### config.mk
export PLATFORM = sky130hd
export DESIGN_NAME = register_bank_write_arbiter
export DESIGN_NICKNAME = d
export VERILOG_FILES = /design/src/rtl/register_bank_write_arbiter.sv
export SDC_FILE = /design/constraint.sdc
export NUM_CORES = 1
export LEC_CHECK = 0
export ABC_AREA = 1
export CAP_MARGIN = 20
export CORE_UTILIZATION = 36
export CTS_CLUSTER_DIAMETER = 30
export DETAILED_ROUTE_END_ITERATION = 12
export PLACE_DENSITY = 0.77
export SKIP_CTS_REPAIR_TIMING = 1
export SLEW_MARGIN = 10
export SYNTH_ARGS = -nofsm -noshare
export SYNTH_HDL_FRONTEND = slang
export SYNTH_SLANG_ARGS = --single-unit
### constraint.sdc
create_clock -name clk_i -period 2.7 [get_ports clk_i]
set_input_delay 0.54 -clock clk_i [delete_from_list [all_inputs] [get_ports clk_i]]
set_output_delay 0.54 -clock clk_i [all_outputs]
set_load 0.005 [all_outputs]
### src/rtl/register_bank_write_arbiter.sv
// Write-back arbiter for the 16 x 32-bit register bank.
// Two requesters share the bank's single write port: the ALU result path (A)
// and the load path (B). Fairness comes from a round-robin priority bit.
//
// state   | meaning
// --------+-----------------------------------------------------------
// IDLE    | no write this cycle, write_en_o all zero
// GRANT_A | A's latched write is on the port, gnt_a_o high
// GRANT_B | B's latched write is on the port, gnt_b_o high
module register_bank_write_arbiter #(
   parameter int DATA_SIZE = 32,
   parameter int ADDR_SIZE = 4
) (
   input  logic                      clk_i,
   input  logic                      rst_n_i,
   input  logic                      req_a_i,
   input  logic [ADDR_SIZE-1:0]      addr_a_i,
   input  logic [DATA_SIZE-1:0]      data_a_i,
   output logic                      gnt_a_o,
   input  logic                      req_b_i,
   input  logic [ADDR_SIZE-1:0]      addr_b_i,
   input  logic [DATA_SIZE-1:0]      data_b_i,
   output logic                      gnt_b_o,
   output logic [(1<<ADDR_SIZE)-1:0] write_en_o,
   output logic [DATA_SIZE-1:0]      write_data_o,
   output logic                      busy_o
);

   localparam int NUM_REGS = 1 << ADDR_SIZE;

   // Each grant state sets its own bit so the grant outputs come straight
   // off a flop with no decode behind them.
   typedef enum logic [1:0] {
      IDLE    = 2'b00,
      GRANT_A = 2'b01,
      GRANT_B = 2'b10
   } state_t;

   state_t                state_q, state_d;
   logic                  prio_q, prio_d;
   logic [NUM_REGS-1:0]   write_en_q, write_en_d;
   logic [DATA_SIZE-1:0]  write_data_q, write_data_d;
   logic                  ereq_a, ereq_b;

   // A requester is masked in its own grant cycle; it is busy retiring REQ.
   assign ereq_a = req_a_i & ~state_q[0];
   assign ereq_b = req_b_i & ~state_q[1];

   // State, priority and registered write port; reset drops write_en at once
   // so a grant interrupted by reset never reaches the bank.
   always_ff @(posedge clk_i or negedge rst_n_i) begin
      if (!rst_n_i) begin
         state_q      <= IDLE;
         prio_q       <= 1'b0;
         write_en_q   <= '0;
         write_data_q <= '0;
      end else begin
         state_q      <= state_d;
         prio_q       <= prio_d;
         write_en_q   <= write_en_d;
         write_data_q <= write_data_d;
      end
   end

   // Round-robin decision: prio_q = 0 favours A, and the winner hands
   // priority to the other side. Write data holds while idle.
   always_comb begin
      state_d      = IDLE;
      prio_d       = prio_q;
      write_en_d   = '0;
      write_data_d = write_data_q;
      if (ereq_a && (!ereq_b || !prio_q)) begin
         state_d      = GRANT_A;
         prio_d       = 1'b1;
         write_en_d   = NUM_REGS'(1) << addr_a_i;
         write_data_d = data_a_i;
      end else if (ereq_b) begin
         state_d      = GRANT_B;
         prio_d       = 1'b0;
         write_en_d   = NUM_REGS'(1) << addr_b_i;
         write_data_d = data_b_i;
      end
   end

   assign gnt_a_o      = state_q[0];
   assign gnt_b_o      = state_q[1];
   assign busy_o       = state_q != IDLE;
   assign write_en_o   = write_en_q;
   assign write_data_o = write_data_q;

endmodule
==> reports/results.md <==
| Metric | Value |
|---|---|
| Proportion of layout cells with a drive suffix above 1 | 0.04591 |
| Mean post-synth cell area | 7.167 um^2 |
| Clock Tree Root | clkbuf_8 |
| CTS tree | yes |
| Last weighted congestion value of the routability-driven placer | 0.9146 |
| Syn_nets | 459 |
| Register clock-pin slew on the reported worst setup and hold paths | 0.09 ns |
| Seq cells post-synth | 51 |
| Arr. time, crit path | 1.40 ns |
| Maximum capacitance violations | 0 |
| Total wire length after detailed routing | 7585 um |
| Run status | finished, final reports clean |
| Critical Path Source Type | flop |
| Area of the placeable core | 7331 um^2 |
| Area growth from synthesis to layout | 51.64% |
| Detailed-route wire length on metal 1 | 3304 um |
| Crit end category | primary output |
| Vertical die dimension | 89.33 um |
| Top routing layer used | met4 |
| Inserted Clock Buffers | 5 |
| Clock insertion delay at the later pin of the skew report | 0.29 ns |
| Worst hold margin | 0.2316 ns |
| Final critical-path required period | 1.943 ns |
| Starting density of the core | 0.3745 |
| Highest ir drop seen on vdd | 229.8 uV |
| CP max stage delay | 0.49 ns |
| Hold/Removal Path Class | in -> async |
| Final Slew Violations | 0 |
| CP Max Fanout | 3 |
| WL/cell | 12.64 um |
| Wire length of the first global-routing pass | 11900 um |
| Cell Pwr Density | 575.1 nW/um^2 |
| Summed instance area of the synthesized netlist | 2745 um^2 |
| Total length of routed met2 wires | 3536 um |
| EDFF count, synth | 0 |
| Count of nets left with antenna violations after detail routing | 0 |
| Cell-by-cell trace of the critical path | inv_2 -> nand2_1 -> clkdlybuf4s50_1 |
| Fraction of post-synthesis cell area in the top cell type by area | 0.4649 |
| Total of endpoints with negative setup slack in the final report | 0 |
| Post-detailed-placement half-perimeter wirelength | 5525 um |
| Maximum clock frequency | 514.7 MHz |
| Biggest area contributors in the synthesized netlist | dfrtp_1, nand3_1, nand2_1, inv_1, nor2_1 |
| Register area | 1276 um^2 |
| Syn. warnings | 0 |
| Chip width | 89.33 um |
| Maximum level of the CTS H-tree | 2 |
| Leakage component of the power | 2.096 nW |
| Number of top-level pins | 127 |
| Most instantiated flip-flop cell in the synthesis netlist | dfrtp_1 |
| Yosys cell types | 15 |
| Final Skew | 0.002103 ns |
| Initial antenna violation count | 0 |
| Number of vias after detailed routing | 2886 |
| Ant diodes | 0 |
| Cell count after synthesis | 383 |
| Post-route fraction of the period consumed by the critical path | 0.7196 |
| Total met3 wirelength after detailed routing | 678 um |
| IO Port Bufs | 126 |
| Post-DR vias/cell | 4.810 |
| Count leader, synth | nand3_1 |
| Combined area of the multi-input logic cells | 1175 um^2 |
| Final hold vios | 0 |
| Required time at the endpoint of the critical path | 2.16 ns |
| Overall die area | 7979 um^2 |
| Setup TNS | 0 ns |
| Worst-case reg-to-reg path depth | 5 |
| Sequential-to-total area share from yosys stat | 0.4649 |
| Standard-cell row count | 31 |
| Setup repair after global routing missed its margin | false |
| Pin count of the biggest net entering global routing | 35 |
| Total clock sinks | 51 |
| Total global routing overflow | 0 |
| Synth top cells by count | nand3_1, nand2_1, dfrtp_1, inv_1, nor2_1 |
| Initial drt markers | 121 |
| CTS Buffer Depth | 2 |
| Area leader, netlist | dfrtp_1 |
| Worst slew margin relative to its limit | 0.6067 |
| Detailed-router iteration count before antenna repair | 4 |
| Actual slew at the worst max-slew pin | 0.5899 ns |
| Critical Path Slowest Stage Cell | clkdlybuf4s50_1 |
| Number of fillers in the final layout | 681 |
| DRC violations left | 0 |
| Final standard cell area without fillers | 4163 um^2 |
| Async S/R FF share, synth | 1.000 |
| Start-to-end type of the worst setup path | reg -> out |
| Vias in the first global route | 2595 |
| Net count of the finished layout | 577 |
| GR Util All Layers | 0.1950 |
| Placed standard-cell area | 4060 um^2 |
worst max-delay path, delay by kind of cell, from the launching register on:
kind / cells / cell delay [ns]
DFF: 1 / 0.48
buffers and inverters: 2 / 0.56
and+or+nand+nor: 1 / 0.06
cell type report:
type,count,share of cell area
Tap cell,99,0.02976
Clock inverter,1,0.007214
Multi-Input combinational cell,263,0.2822
Timing Repair Buffer,133,0.3144
Sequential cell,51,0.3066
Clock buffer,6,0.01743
Inverter,47,0.04238
power breakdown:
group / switching (mW) / leakage [nW] / internal (mW)
logic: 0.415 / 1.40 / 0.479
clock network: 0.239 / 0.0513 / 0.272
registers: 0.0848 / 0.640 / 0.904
final timing paths:
kind	slack, ns	endpoint	startpoint
worst max-delay path	0.76	busy_o	state_q[0]
max in group asynchronous	1.70	write_en_o[2]	rst_n_i
worst min-delay path	0.23	write_en_o[7]	rst_n_i
worst min register to register	0.55	write_data_o[30]	write_data_o[30]
min in group clk_i	0.55	write_data_o[30]	write_data_o[30]
worst max register to register	1.13	write_data_o[5]	state_q[0]
cells in the final DEF (no fill, tap or decap), drive strengths merged:
master	count
clkdlybuf4s50	125
nand3	114
nand2	114
dfrtp	51
inv	47
nor2	32
buf	8
clkbuf	6
a21oi	1
nand4	1
o21ai	1
bufinv	1
state kept, by name (all words and copies together), names as in the netlist:
register,count
state_q,2
write_en_o,16
write_data_o,32
prio_q,1
cells by family after synthesis:
| logic type | after synthesis | synth area share |
|---|---|---|
| buffers and inverters | 69 | 0.1071 |
| AO/OA/AOI/OAI | 2 | 0.007748 |
| flip-flops | 51 | 0.4649 |
| AND/OR/NAND/NOR | 261 | 0.4202 |
metal layers:
metal	global-route usage	vias up
met5	0	-
met4	0.04185	0
met3	0.05355	8
met2	0.3289	115
met1	0.2513	1324
li1	-	1439
stage by stage:
stage          worst slack (ns)  utilization  power, mW  instances
2_1_floorplan             1.463            -      1.408        383
3_3_place_gp             0.5322       0.5538      1.888        593
3_5_place_dp             0.4781       0.5538      1.905        593
4_1_cts                  0.7396       0.5678      2.428        600
5_1_grt                  0.6859       0.5678      2.572        600
6_report                 0.7570       0.5678      2.394        600
Power figures use the tool's default switching activity.
